**src/rtl/pc_pkg.sv**
```systemverilog
// Shared types and helpers for the program counter with return-address stack.
// Latency: n/a (types, constants and pure functions only).
// Backpressure: n/a.
package pc_pkg;

  // One operation executes per cycle; RESET is decoded like any other op.
  typedef enum logic [2:0] {
    OP_HOLD,
    OP_INC,
    OP_LOAD,
    OP_CALL,
    OP_RET,
    OP_RESET
  } pc_op_t;

  // Width of a counter that must represent 0..depth inclusive.
  function automatic int pc_level_w(input int depth);
    return $clog2(depth + 1);
  endfunction

  // Strobe priority: reset > load > call > ret > inc > hold.
  function automatic pc_op_t pc_decode(input logic reset, input logic load,
                                       input logic call, input logic ret,
                                       input logic inc);
    pc_op_t op;
    if (!reset)     op = OP_RESET;
    else if (load)  op = OP_LOAD;
    else if (call)  op = OP_CALL;
    else if (ret)   op = OP_RET;
    else if (inc)   op = OP_INC;
    else            op = OP_HOLD;
    return op;
  endfunction

endpackage

```
**src/rtl/ras_lifo.sv**
```systemverilog
// Return-address LIFO: push/pop of WIDTH-bit entries, never wraps or overwrites.
// Latency: push/pop take effect at the sampling edge; rdata/level/full/empty come from registers.
// Backpressure: none; push while full and pop while empty are silently ignored.
module ras_lifo
  import pc_pkg::*;
#(
  parameter int WIDTH = 16,
  parameter int DEPTH = 8
) (
  input  logic                         clk,
  input  logic                         reset,
  input  logic                         push,
  input  logic                         pop,
  input  logic [WIDTH-1:0]             wdata,
  output logic [WIDTH-1:0]             rdata,
  output logic [pc_level_w(DEPTH)-1:0] level,
  output logic                         full,
  output logic                         empty
);

  localparam int LW = pc_level_w(DEPTH);
  localparam int IW = $clog2(DEPTH);

  logic [LW-1:0]    level_q, level_d;
  logic [WIDTH-1:0] mem_q [DEPTH];
  logic [WIDTH-1:0] mem_d [DEPTH];
  logic [IW-1:0]    wr_idx;
  logic [IW-1:0]    rd_idx;
  logic             do_push;
  logic             do_pop;

  // Status and top-of-stack are pure functions of the registered level.
  always_comb begin
    full   = (level_q == LW'(DEPTH));
    empty  = (level_q == '0);
    level  = level_q;
    wr_idx = level_q[IW-1:0];
    rd_idx = IW'(level_q - LW'(1));
    rdata  = empty ? '0 : mem_q[rd_idx];
  end

  // Next level and storage; push wins if both strobes arrive together.
  always_comb begin
    mem_d   = mem_q;
    level_d = level_q;
    do_push = push && !full;
    do_pop  = pop && !push && !empty;
    if (do_push) begin
      mem_d[wr_idx] = wdata;
      level_d       = level_q + LW'(1);
    end else if (do_pop) begin
      level_d = level_q - LW'(1);
    end
  end

  // Level register with synchronous active-low reset.
  always_ff @(posedge clk) begin
    if (!reset) level_q <= '0;
    else        level_q <= level_d;
  end

  // Entry storage needs no reset: entries above level are never read.
  always_ff @(posedge clk) begin
    mem_q <= mem_d;
  end

endmodule

```
**src/rtl/pc_call_stack.sv**
```systemverilog
// Program counter with hold/inc/load/call/ret and an integrated return-address stack.
// Latency: every op updates out at the sampling edge; status outputs are combinational from state.
// Backpressure: none; one op per cycle. Macro PC_TRAP_EN: stack errors force out to TRAP_VEC.
module pc_call_stack
  import pc_pkg::*;
#(
  parameter int WIDTH    = 16,
  parameter int DEPTH    = 8,
  parameter int TRAP_VEC = 0
) (
  input  logic                         clk,
  input  logic                         reset,
  input  logic [WIDTH-1:0]             in,
  input  logic                         inc,
  input  logic                         load,
  input  logic                         call,
  input  logic                         ret,
  output logic [WIDTH-1:0]             out,
  output logic [pc_level_w(DEPTH)-1:0] level,
  output logic                         full,
  output logic                         empty,
  output logic                         overflow,
  output logic                         underflow
);

`ifdef PC_TRAP_EN
  localparam bit TRAP_EN = 1'b1;
`else
  localparam bit TRAP_EN = 1'b0;
`endif
  localparam logic [WIDTH-1:0] TRAP_PC = WIDTH'(TRAP_VEC);

  pc_op_t           op;
  logic [WIDTH-1:0] pc_q, pc_d;
  logic             ovf_q, ovf_d;
  logic             unf_q, unf_d;
  logic             push, pop;
  logic [WIDTH-1:0] ras_top;

  ras_lifo #(
    .WIDTH (WIDTH),
    .DEPTH (DEPTH)
  ) u_ras (
    .clk   (clk),
    .reset (reset),
    .push  (push),
    .pop   (pop),
    .wdata (pc_q + WIDTH'(1)),
    .rdata (ras_top),
    .level (level),
    .full  (full),
    .empty (empty)
  );

  // Decode the op for this cycle and select the next PC, flags and stack strobes.
  always_comb begin
    op    = pc_decode(reset, load, call, ret, inc);
    pc_d  = pc_q;
    ovf_d = ovf_q;
    unf_d = unf_q;
    push  = 1'b0;
    pop   = 1'b0;
    case (op)
      OP_RESET: begin
        pc_d  = '0;
        ovf_d = 1'b0;
        unf_d = 1'b0;
      end
      OP_INC:  pc_d = pc_q + WIDTH'(1);
      OP_LOAD: pc_d = in;
      OP_CALL: begin
        pc_d = in;
        if (full) begin
          ovf_d = 1'b1;
          if (TRAP_EN) pc_d = TRAP_PC;
        end else begin
          push = 1'b1;
        end
      end
      OP_RET: begin
        if (empty) begin
          unf_d = 1'b1;
          if (TRAP_EN) pc_d = TRAP_PC;
        end else begin
          pc_d = ras_top;
          pop  = 1'b1;
        end
      end
      default: pc_d = pc_q;
    endcase
  end

  // PC and sticky error flags; the reset op already computes their cleared values.
  always_ff @(posedge clk) begin
    pc_q  <= pc_d;
    ovf_q <= ovf_d;
    unf_q <= unf_d;
  end

  assign out       = pc_q;
  assign overflow  = ovf_q;
  assign underflow = unf_q;

endmodule

```
**config.mk**
```make
export PLATFORM = sky130hd
export DESIGN_NAME = pc_call_stack
export DESIGN_NICKNAME = d
export VERILOG_FILES = /design/src/rtl/pc_pkg.sv /design/src/rtl/ras_lifo.sv /design/src/rtl/pc_call_stack.sv
export SDC_FILE = /design/constraint.sdc
export NUM_CORES = 1
export LEC_CHECK = 0
export ABC_AREA = 1
export CAP_MARGIN = 20
export CORE_ASPECT_RATIO = 0.7
export CORE_MARGIN = 2
export CORE_UTILIZATION = 64
export CTS_CLUSTER_DIAMETER = 50
export DETAILED_ROUTE_END_ITERATION = 6
export PLACE_DENSITY = 0.85
export SYNTH_ARGS = -nofsm -noshare
export SYNTH_HDL_FRONTEND = slang
export SYNTH_HIERARCHICAL = 1
export SYNTH_SLANG_ARGS = --single-unit
export TNS_END_PERCENT = 30
```
**constraint.sdc**
```tcl
create_clock -name clk -period 7.15 [get_ports clk]
set_input_delay 1.43 -clock clk [delete_from_list [all_inputs] [get_ports clk]]
set_output_delay 1.43 -clock clk [all_outputs]
set_load 0.005 [all_outputs]
```
==> results of run 1 <==
==> logic make-up (layout without fill, tap and decap cells) <==
group / count (synthesis) / in the layout / synth area share (%)
and+or+nand+nor: 309 / 309 / 20.16
adders and majority gates: 3 / 3 / 0.5383
xor gates and xnor gates: 6 / 6 / 0.8613
buffers and inverters: 72 / 127 / 5.579
DFF: 150 / 150 / 64.01
AOI/OAI and AO/OA: 108 / 108 / 8.845
==> per-layer routing <==
metal	vias up	part of all wire (%)	track usage (%)
met5	-	0	0
li1	2333	-	-
met4	0	2.0	10.69
met2	313	48	46.78
met1	2452	40	41.94
met3	30	9.7	5.421
==> layout by cell type (no fill, tap or decap), types with 15 or more instances in the layout <==
cell,n
nor2_1,133
o211ai_1,16
o21ai_0,54
inv_1,30
o22ai_1,16
nand2_1,95
nand3_1,23
edfxtp_1,146
nand2_2,15
clkbuf_16,17
clkdlybuf4s50_1,45
o21ai_1,15
==> final timing paths <==
path	slack (ns)	end	cells after the start	startpoint
worst min-delay path	0.59	u_ras/level[3]	2	u_ras/level[3]
worst max-delay path	2.74	empty	6	u_ras/level[0]
worst max register to register	3.78	out[12]	12	u_ras/level[0]
worst min register to register	0.59	u_ras/level[3]	2	u_ras/level[3]
==> cells in the mapped netlist (all sizes together) (2+ instances only) <==
| master | count | area, sq um |
|---|---|---|
| edfxtp | 146 | 4384 |
| nor2 | 140 | 568.0 |
| nand2 | 112 | 472.9 |
| o21ai | 69 | 345.3 |
| inv | 40 | 155.1 |
| nand3 | 33 | 215.2 |
| buf | 24 | 200.2 |
| o211ai | 16 | 120.1 |
| o22ai | 16 | 100.1 |
| nand4 | 11 | 75.07 |
| and2 | 8 | 50.05 |
| clkbuf | 7 | 30.02 |
| a21oi | 5 | 36.29 |
| nor3 | 5 | 25.02 |
| dfxtp | 4 | 80.08 |
| xnor2 | 4 | 42.55 |
| ha | 3 | 37.54 |
| xor2 | 2 | 17.52 |
==> cell type report <==
class	count	area, sq um	share of cell area (%)
Tap cell	132	165.2	2.048
Timing Repair Buffer	54	529.3	6.563
Multi-Input combinational cell	426	2141	26.55
Inverter	41	158.9	1.971
Clock inverter	15	178.9	2.219
Clock buffer	17	425.4	5.275
Sequential cell	150	4466	55.38
==> state kept, by name (all words and copies together), names as in the netlist <==
register	cells
overflow	1
u_ras/level	4
out	16
underflow	1
u_ras/mem_q	128
==> metrics by stage <==
stage | instance area [sq um] | utilization (%)
2_1_floorplan | 6974 | -
3_3_place_gp | 7426 | 70.91
3_5_place_dp | 7437 | 71.02
4_1_cts | 8041 | 76.79
5_1_grt | 8064 | 77.00
6_report | 8064 | 77.00
==> report_power, final <==
group          switching [mW]  internal [mW]
Combinational           0.318          0.153
Clock                   0.359          0.551
Sequential             0.0324           1.04
Total                   0.710           1.75
==> critical path, cell delays in order (launching register included) <==
cell and delay (ns):
dfxtp_2 0.31, buf_4 0.25, inv_4 0.55, ha_1 0.38, nand2_2 0.30, inv_1 0.23
clkdlybuf4s50_1 0.53
==> flow_summary.yaml, run 1 <==
cts:
  path_clk_slew_ns: 0.06
  clkLatencyLatePin_ns: 0.42
  numCtsBuffers: 17
  root_buffer: "clkbuf_16"
  post-cts-setup-buffer-count: 0
  cts_tree: "built"
  clock_sinks: 150
  cts_buffer_depth: 2
  cts_hold_buf: 0
  cts_resized: 0
  htree_levels: 4
worst_setup_path:
  crit_required_ns: 5.72
  path_class: "flip-flop to output pin"
  worstSetupEndpointType: "output pin"
  critPathLaunchType: "flip-flop"
  cp_max_fo: 67
  worstPathArrival_ns: 2.98
timing:
  finalSetupViolations: 0
  tns_ns: 0
  finalHoldViolations: 0
  rsz0062_at_grt: "no"
  worst_slack_ns: 2.743
  drv_slew: 0
  slew_headroom_pct: 34.93
  holdWs_ns: 0.5869
  period_share_pct: 61.63
  fin_skew_ns: 0.009508
  tightest_slew_ns: 0.9727
  timing.fmax_mhz: 226.9
  post-route-min-period_ns: 4.407
global_route:
  grt_overflow: 0
  antenna_found_initial: 0
  grt_max_degree: 68
  grt_first_pass_wirelength_mm: 25.74
  grt_pass1_vias: 4825
  gr-usage-all-layers_pct: 29.69
place:
  dp.cells: 801
  gp_congestion: 0.9680
  pre_cts_ws_ns: 2.210
  io_buffers: 45
  hpwlAfterDp_mm: 10.97
floorplanning:
  num_rows: 31
  coreArea_sq_um: 10470
  die_w_um: 128.8
  ioPinCount: 46
  dieArea_sq_um: 11760
  die_h_um: 91.34
  initial_core_util_pct: 66.59
drt:
  routed_wl_mm: 16.57
  first_pass_iters: 7
  drc: 0
  vias_per_cell: 6.141
  drtIter0Drc: 766
  vias: 5128
  ant_nets: 0
  wl_per_cell_um: 19.84
layout:
  area_delta_synth_final_pct: 15.63
  diodes: 0
  nNetsFinal: 715
  layout.cells.non_filler: 835
  drive_above_1_share_pct: 13.09
  nFillCells: 664
power:
  total_power_mw: 2.457
  ir_worst_vdd_v: 0.0002412
  power_density_nw_per_um2: 304.7
  leakage_nw: 2.978
yosys:
  synthDistinctLibCells: 36
  ys_seq_elements: 150
  synth-warning-count: 6
  ys_seq_area_share_pct: 64.01
  syn-num-nets: 673
  syn_avg_cell_area_sq_um: 10.76
  syn_area_sq_um: 6974
  synth_edf_count: 146
  synth_ff_type: "edfxtp_1"
  synthArstFlopShare_pct: 0
  netlist_instances: 648
status:
  status: "completed"
job:
  maxCapViolCount: 0
worst_hold_path:
  hp-class: "flip-flop to flip-flop"
No activity file was read; power rests on OpenSTA's default activity.
==> inputs of run 2 (changes only) <==
Settings changed: CORE_UTILIZATION 64 to 59, PLACE_DENSITY 0.85 to 0.8.
Clock period 7.15 ns to 4.2 ns, I/O delays scaled along.
==> run 2 against run 1 <==
  * Worst hold slack improved by 0.0051 ns
  * Count of clock-buffer cells in the layout unchanged
  * Sequential power increased by 70%
  * First-iteration DRC count increased by 9.0%
  * Global-route usage increased by 0.30 points
  * Highest routed layer unchanged
  * Clock skew increased by 0.0021 ns
  * Largest power group unchanged
==> flow_summary.yaml, run 2 (same netlist as run 1, synthesis figures left out) <==
floorplanning:
  coreArea_sq_um: 11600
  dieArea_sq_um: 12720
  initial_core_util_pct: 60.11
  ioPinCount: 46
  num_rows: 33
  die_w_um: 134.0
  die_h_um: 94.97
worst_setup_path:
  regToRegSetupSlack_ns: 0.99
  cp_max_fo: 67
  worst_path_max_delay_cell: "clkdlybuf4s50_1"
  crit_chain: "inv_4 -> ha_1 -> nand2_2 -> inv_1 -> clkdlybuf4s50_1"
  critPathLaunch: "u_ras/level[0]"
  crit_required_ns: 3.36
  reg2reg_from: "u_ras/level[0]"
  worstPathArrival_ns: 2.68
  r2r-end: "out[9]"
  worstSetupEndpointType: "output pin"
  r2r_cells: 11
  crit_path_end: "empty"
  critPathLaunchType: "flip-flop"
  path_class: "flip-flop to output pin"
  max_stage_delay_ns: 0.54
cts:
  clkLatencyLatePin_ns: 0.42
  htree_levels: 4
  cts_hold_buf: 0
  post-cts-setup-buffer-count: 0
  cts_tree: "built"
  numCtsBuffers: 17
  clock_sinks: 150
  cts_buffer_depth: 2
  cts_resized: 0
  root_buffer: "clkbuf_16"
  path_clk_slew_ns: 0.07
drt:
  first_pass_iters: 6
  wl_per_cell_um: 21.21
  drc: 0
  ant_nets: 0
  drtIter0Drc: 835
  vias_per_cell: 5.993
  vias: 5172
  routed_wl_mm: 18.31
global_route:
  grt_max_degree: 75
  grt_first_pass_wirelength_mm: 26.90
  grt_pass1_vias: 4745
  grt_overflow: 0
  antenna_found_initial: 0
  gr-usage-all-layers_pct: 29.98
timing:
  post-route-min-period_ns: 3.522
  rsz0062_at_grt: "no"
  drv_slew: 0
  fin_skew_ns: 0.01165
  finalSetupViolations: 0
  slew_headroom_pct: 30.07
  holdWs_ns: 0.5920
  tns_ns: 0
  timing.fmax_mhz: 283.9
  finalHoldViolations: 0
  tightest_slew_ns: 1.045
  period_share_pct: 83.87
place:
  io_buffers: 45
  dp.cells: 830
  gp_congestion: 0.9285
  hpwlAfterDp_mm: 12.12
layout:
  final_cell_mix: "edfxtp_1, nor2_1, nand2_1"
  regMostFlops: "u_ras/mem_q"
  drive_above_1_share_pct: 12.89
  final_common_cell: "edfxtp_1"
  regArea_sq_um: 4466
  diodes: 0
  largest_reg_flops: 128
  multi_input_area_sq_um: 2141
  layout.cells.non_filler: 863
  nFillCells: 827
  nNetsFinal: 718
  area_delta_synth_final_pct: 15.97
  post-route-util_pct: 69.71
status:
  status: "completed"
worst_hold_path:
  whs_path_depth: 2
  hp-class: "flip-flop to flip-flop"
power:
  power_density_nw_per_um2: 521.0
  leakage_nw: 2.984
  total_power_mw: 4.213
  ir_worst_vdd_v: 0.0003653
job:
  maxCapViolCount: 0
## run 2: cell count changes in the layout (fill, tap and decap cells not counted), sizes merged
cell / before / now
clkinv: 7 / 9
clkinvlp: 3 / 2
buf: 9 / 12
inv: 43 / 42
## run 2: critical path: cells and delay by family, from the launching register on
family,cells,cell delay [ns]
buffers and inverters,3,1.24
adder cells (fa/ha/maj),1,0.38
flip-flops,1,0.34
AND/OR/NAND/NOR,1,0.29
## run 2: cell type report
class | count | area share (%)
sequential | 150 | 55.21
multi-input combinational | 426 | 26.47
clock buffer | 17 | 5.260
timing repair buffer | 57 | 6.683
tap | 157 | 2.429
clock inverter | 15 | 1.980
inverter | 41 | 1.965
## run 2: worst min path at each step
stage | start | to | slack (ns)
floorplan | u_ras/level[3] | u_ras/level[3] | 0.54
global placement | u_ras/level[3] | u_ras/level[3] | 0.55
detailed placement | u_ras/level[3] | u_ras/level[3] | 0.57
CTS | u_ras/level[3] | u_ras/level[3] | 0.58
global route | u_ras/level[3] | u_ras/level[3] | 0.66
finish | u_ras/level[3] | u_ras/level[3] | 0.59
## run 2: power breakdown
group / switching [mW] / internal (mW)
Sequential: 0.0595 / 1.78
Clock: 0.589 / 0.925
Combinational: 0.598 / 0.265
Total: 1.25 / 2.97
## run 2: layer usage
layer	global-route usage, %	up-vias	part of all wire, %
met5	0	-	0
met2	48.16	322	47
met3	6.334	46	11
li1	-	2344	-
met1	40.47	2460	39
met4	12.32	0	2.8
## run 2: per-stage QoR
| stage | worst slack [ns] | instance area [sq um] |
|---|---|---|
| 2_1_floorplan | 0.9311 | 6974 |
| 3_3_place_gp | 0.7778 | 7495 |
| 3_5_place_dp | 0.6473 | 7495 |
| 4_1_cts | 0.6778 | 8080 |
| 5_1_grt | 0.5730 | 8088 |
| 6_report | 0.6775 | 8088 |
==> inputs of run 3 (changes only) <==
Clock period 4.2 ns to 3.65 ns, I/O delays scaled along.
==> run 3 against run 2 <==
  * Final area increased by 0.82%
  * Critical path depth is 7 higher
  * Die area is the same
  * Register-to-register slack worse by 0.04 ns
  * Clock skew fell by 0.00093 ns
  * Core utilization rose by 0.57 points
  * Largest cell class unchanged
  * Largest power group unchanged
  * Highest routed layer unchanged
==> flow_summary.yaml, run 3 (same netlist as run 1, synthesis figures left out) <==
layout:
  multi_input_area_sq_um: 2141
  area_delta_synth_final_pct: 16.92
  final_cell_mix: "edfxtp_1, nor2_1, nand2_1"
  regMostFlops: "u_ras/mem_q"
  post-route-util_pct: 70.28
  nNetsFinal: 726
  nFillCells: 763
  diodes: 0
  drive_above_1_share_pct: 14.03
  final_common_cell: "edfxtp_1"
  largest_reg_flops: 128
  regArea_sq_um: 4466
global_route:
  antenna_found_initial: 0
  grt_max_degree: 75
  grt_overflow: 0
  gr-usage-all-layers_pct: 28.16
  grt_first_pass_wirelength_mm: 26.25
  grt_pass1_vias: 4764
cts:
  cts_hold_buf: 0
  root_buffer: "clkbuf_16"
  path_clk_slew_ns: 0.06
  clkLatencyLatePin_ns: 0.42
  post-cts-setup-buffer-count: 0
  clock_sinks: 150
  htree_levels: 4
  cts_buffer_depth: 2
  numCtsBuffers: 17
  cts_tree: "built"
  cts_resized: 0
drt:
  vias_per_cell: 5.943
  routed_wl_mm: 17.20
  drtIter0Drc: 791
  ant_nets: 0
  vias: 5170
  drc: 0
  wl_per_cell_um: 19.77
  first_pass_iters: 5
timing:
  rsz0062_at_grt: "no"
  tns_ns: 0
  tightest_slew_ns: 0.9236
  finalSetupViolations: 0
  period_share_pct: 78.95
  post-route-min-period_ns: 2.882
  finalHoldViolations: 0
  fin_skew_ns: 0.01071
  slew_headroom_pct: 38.13
  drv_slew: 0
  timing.fmax_mhz: 347.0
worst_hold_path:
  hp-class: "flip-flop to flip-flop"
  whs_path_depth: 3
floorplanning:
  die_w_um: 134.0
  dieArea_sq_um: 12720
  initial_core_util_pct: 60.11
  ioPinCount: 46
  num_rows: 33
  coreArea_sq_um: 11600
  die_h_um: 94.97
status:
  status: "completed"
worst_setup_path:
  critPathLaunchType: "primary input"
  worstSetupEndpointType: "flip-flop"
  worstPathArrival_ns: 2.92
  cp_max_fo: 16
  path_class: "primary input to flip-flop"
  r2r_cells: 11
  crit_required_ns: 3.69
power:
  power_density_nw_per_um2: 596.8
  ir_worst_vdd_v: 0.0003876
  leakage_nw: 3.041
place:
  gp_congestion: 0.9336
  hpwlAfterDp_mm: 11.44
  io_buffers: 45
job:
  maxCapViolCount: 0
-- run 3: changes by cell type in the layout (fill, tap and decap cells not counted) --
cell / previous run / this run
inv_6: 2 / 0
clkinvlp_4: 2 / 0
clkbuf_1: 0 / 1
clkinv_4: 1 / 0
buf_4: 12 / 20
clkinv_2: 2 / 7
bufinv_16: 3 / 4
clkinv_1: 6 / 3
-- run 3: path summary, 6_finish.rpt --
| check | startpoint | end | slack [ns] |
|---|---|---|---|
| max | ret | u_ras/mem_q[56] | 0.77 |
| min | u_ras/level[3] | u_ras/level[3] | 0.64 |
| max reg2reg | u_ras/level[1] | out[11] | 0.95 |
| min reg2reg | u_ras/level[3] | u_ras/level[3] | 0.64 |
-- run 3: critical path, cell delays in order --
cell and delay (ns):
clkdlybuf4s50_1 0.45, inv_2 0.10, nand2_2 0.07, nand2_4 0.08, nand2_4 0.07, nand2_2 0.11
nand2_1 0.09, nor2_1 0.22, nand2_1 0.23, nor2_1 0.17, nand2_1 0.06, inv_1 0.52
-- run 3: final cells by class --
class / count / area share (%)
clock buffer: 18 / 5.263
clock inverter: 13 / 1.995
inverter: 41 / 1.949
multi-input combinational: 426 / 26.25
sequential: 150 / 54.76
tap: 157 / 2.409
timing repair buffer: 65 / 7.365
-- run 3: metal layers --
layer,wire [um],vias to the layer above,global-route usage (%)
met1,7392,2453,41.34
met2,7658,321,40.85
li1,-,2359,-
met3,1702,37,6.763
met5,0,-,0
met4,450,0,10.99
-- run 3: where the power goes --
group	internal [mW]	leakage (nW)	total, mW	switching, mW
sequential	2.04	1.40	2.11	0.0667
combinational	0.321	1.34	0.977	0.655
clock	1.13	0.298	1.78	0.654
-- run 3: metrics by stage --
stage               hold slack (ns)  power [mW]  instances  cell area, sq um  setup WS [ns]
floorplan                    0.5420       2.720        648              6974         0.4911
global placement             0.5609       3.063        839              7562         0.5631
detailed placement           0.5865       3.088        839              7562         0.4440
CTS                          0.6203       4.843        870              8154         0.7942
global route                 0.6622       5.037        870              8154         0.5881
finish                       0.6387       4.866        870              8154         0.7683
==> RTL edit 1: new RTL, flow settings as in run 2 <==
The option `PC_TRAP_EN` is turned on by a define.
--- a/src/rtl/pc_call_stack.sv
+++ b/src/rtl/pc_call_stack.sv
@@ -2,4 +2,6 @@
 // Latency: every op updates out at the sampling edge; status outputs are combinational from state.
 // Backpressure: none; one op per cycle. Macro PC_TRAP_EN: stack errors force out to TRAP_VEC.
+`define PC_TRAP_EN
+
 module pc_call_stack
   import pc_pkg::*;
Behaviour: not the same (Yosys sat finds a counterexample within 4 cycles, from zero or initial values and one cycle with reset low).
==> RTL edit 1 against run 2 <==
  * First-iteration DRC count is 18% lower
  * Sequential cell count unchanged
  * Hold slack improved by 0.022 ns
  * Setup slack improved by 0.37 ns
  * Wire length down 7.8%
  * Area after synthesis is 2.4% lower
  * Die area fell by 2.4%
  * Final area shrank 3.2%
  * Highest routed layer unchanged
Power is not compared: it rests on default switching activity, and its combinational part moved more than twofold at a synthesized area within 25%.
==> RTL edit 1: results <==
[cells_and_area]
clk_share_pct = 6.392
design_area_mm2 = 0.007830
inverters_excl_clock = 35
nMultiInputCombCells = 412
num-fill-cells = 794
drive_gt1_share_pct = 9.663
multi_input_area_share_pct = 25.65
signal_buffers = 54
seq_area_share_pct = 57.03

[setup_path]
worstRegToRegCells = 10
r2r-end = out[0]
critPathSlowestCell = dfxtp_1
crit_fanout = 18
critPathLaunch = u_ras/level[1]
r2r_start = u_ras/level[1]
worstPathArrival_ns = 2.31
reg2reg_slack_ns = 1.40

[logic_synthesis]
syn_nets = 652
synth-seq-area-share_pct = 65.61
avgSynthCellArea_um2 = 10.85
yosys-top-cells-count = 146 x edfxtp_1, 131 x nor2_1, 98 x nand2_1
synth-compound-area-share_pct = 9.139
synth_xor_area_share_pct = 1.140
synth.area.top_cells = edfxtp_1 64%, nor2_1 7.2%, nand2_1 5.4%, o21ai_0 4.0%, nand3_1 2.3%

[grt]
grt_util_met3_pct = 8.414
grt_pass1_wl_mm = 25.72
grt_pass1_vias = 4671
grtUsageTotal_pct = 28.43

[timing]
slew_headroom_pct = 34.47
finClkSkew_ns = 0.009728

[drt]
drt_first_pass_iters = 5
wl_met1_mm = 6.858
wl_per_cell_um = 20.19
wl_met3_mm = 2.178
routed_wl_mm = 16.88
wl_met2_mm = 7.515
via_per_inst = 6.007

[place]
dpl_cell_area_mm2 = 0.007330
gp_congestion = 0.9006
dp.cells = 804
pre_cts_ws_ns = 0.9665
dpl.hpwl_mm = 11.45

[cts]
clk_latency_ns = 0.42

[floorplanning]
rows = 32

[run_status]
outcome = finished, final reports clean
## RTL edit 1: changes by cell type in the layout (fill, tap and decap cells not counted), sizes merged, moves of 3 or more
| cell | delta |
|---|---|
| nor2 | -3 |
| buf | -3 |
| nand4 | -4 |
| and2 | -3 |
| clkbuf | +3 |
| nand3 | +3 |
| bufinv | -3 |
| inv | -7 |
| nand2 | -9 |
## RTL edit 1: how the worst min path moves through the flow
stage,start,to,cells after the start
3_3_place_gp,u_ras/level[3],u_ras/level[3],2
4_1_cts,u_ras/level[3],u_ras/level[3],2
6_report,u_ras/level[3],u_ras/level[3],2
5_1_grt,u_ras/level[3],u_ras/level[3],2
2_1_floorplan,u_ras/level[3],u_ras/level[3],2
3_5_place_dp,u_ras/level[3],u_ras/level[3],2
## RTL edit 1: critical path: cells and delay by family (launching register included)
| kind | cells | cell delay [ns] |
|---|---|---|
| buffers and inverters | 3 | 0.77 |
| DFF | 1 | 0.54 |
| and+or+nand+nor | 1 | 0.31 |
| adders and majority gates | 1 | 0.27 |
==> RTL edit 2: new RTL, settings of run 2 <==
Without the edit above. Put a register stage on the output `level`, without a reset. The value now appears one clock later. The other outputs are not delayed to match. Comments in the files are not updated.
--- a/src/rtl/pc_call_stack.sv
+++ b/src/rtl/pc_call_stack.sv
@@ -31,4 +31,6 @@
   localparam logic [WIDTH-1:0] TRAP_PC = WIDTH'(TRAP_VEC);
 
+  logic [pc_level_w(DEPTH)-1:0] level_c;
+
   pc_op_t           op;
   logic [WIDTH-1:0] pc_q, pc_d;
@@ -48,5 +50,5 @@
     .wdata (pc_q + WIDTH'(1)),
     .rdata (ras_top),
-    .level (level),
+    .level (level_c),
     .full  (full),
     .empty (empty)
@@ -102,4 +104,8 @@
   assign underflow = unf_q;
 
+  always_ff @(posedge clk) begin
+    level <= level_c;
+  end
+
 endmodule
 
Formal check against the unedited RTL: not equivalent (Yosys sat finds a counterexample within 4 cycles, from zero or initial values and one cycle with reset low).
==> RTL edit 2 against run 2 <==
  * Wire length shrank 10%
  * Non-clock buffer count shrank 2
  * Hold slack lost 0.18 ns
  * Setup slack gained 0.051 ns
  * Final area is essentially flat
  * Sequential cell count grew 4
  * Power shrank 0.85%
  * Via count shrank 1.3%
  * Register-to-register slack gained 0.28 ns
  * Die area grew 0.14%
  * Cell count grew 0.23%
  * Area after synthesis grew 0.14%
==> RTL edit 2: results <==
[logic_synthesis]
yosys-top-cells-count = 146 x edfxtp_1, 133 x nor2_1, 105 x nand2_1
synth_xor_area_share_pct = 0.8599
avgSynthCellArea_um2 = 10.71
syn_nets = 677
ys_types = 34
synth-seq-area-share_pct = 65.07
synth-compound-area-share_pct = 8.832

[setup_path]
worstPathArrival_ns = 2.63
r2r-end = out[3]
reg2reg_slack_ns = 1.27
cp_slowest_stage_delay_ns = 0.52
worstRegToRegCells = 9

[grt]
grt_pass1_wl_mm = 25.46
grt_util_met3_pct = 8.772
grtUsageTotal_pct = 27.49
gr-usage-met1_pct = 40.15
use_met2_pct = 40.34
grt_pass1_vias = 4731

[worst_hold_path]
whs_endpoint = level[3]
holdPathStages = 0

[timing]
layout_setup_ws_ns = 0.7282
finClkSkew_ns = 0.006442
worst_pin_slew_ns = 0.9772
fin_hold_ws_ns = 0.4093

[cells_and_area]
nets = 720
drive_gt1_share_pct = 10.45
design_area_mm2 = 0.008085
num-fill-cells = 816
layoutNonFillerInstCount = 865

[run_status]
outcome = finished, final reports clean

[drt]
first_iter_violations = 615
drt_first_pass_iters = 7
wl_met3_mm = 2.154
via_per_inst = 5.901
wl_met2_mm = 7.057

[power_and_ir_drop]
swShare_pct = 29.66
vdd_drop_max_mv = 0.3314
combPwrFrac_pct = 19.4
p_seq_uw = 1880
p_leak_uw = 0.002979
power_uw = 4178

[place]
gp_congestion = 0.8911
dp.cells = 833

[cts]
htreeDepth = 4
-- RTL edit 2: changes by cell type in the layout (fill, tap and decap cells not counted), moves of 3 or more --
| cell | run 2 | this run |
|---|---|---|
| nand3_1 | 23 | 30 |
| nand2_1 | 95 | 105 |
| inv_1 | 30 | 33 |
| nand3_2 | 10 | 2 |
| bufinv_16 | 3 | 0 |
| clkinv_1 | 6 | 0 |
| dfxtp_1 | 3 | 7 |
| nand2_2 | 15 | 6 |
-- RTL edit 2: cell type report --
cell class	count	share of cell area (%)
Sequential cell	154	56.22
Multi-Input combinational cell	426	25.75
Timing Repair Buffer	55	6.500
Clock buffer	21	6.221
Tap cell	157	2.430
Inverter	41	1.934
Clock inverter	11	0.9440
-- RTL edit 2: cell families (layout without fill, tap and decap cells) --
logic type / Yosys count / after routing
AND/OR/NAND/NOR: 309 / 309
flip-flops: 154 / 154
AO/OA/AOI/OAI: 108 / 108
buffers and inverters: 72 / 128
XOR/XNOR: 6 / 6
adder cells (fa/ha/maj): 3 / 3
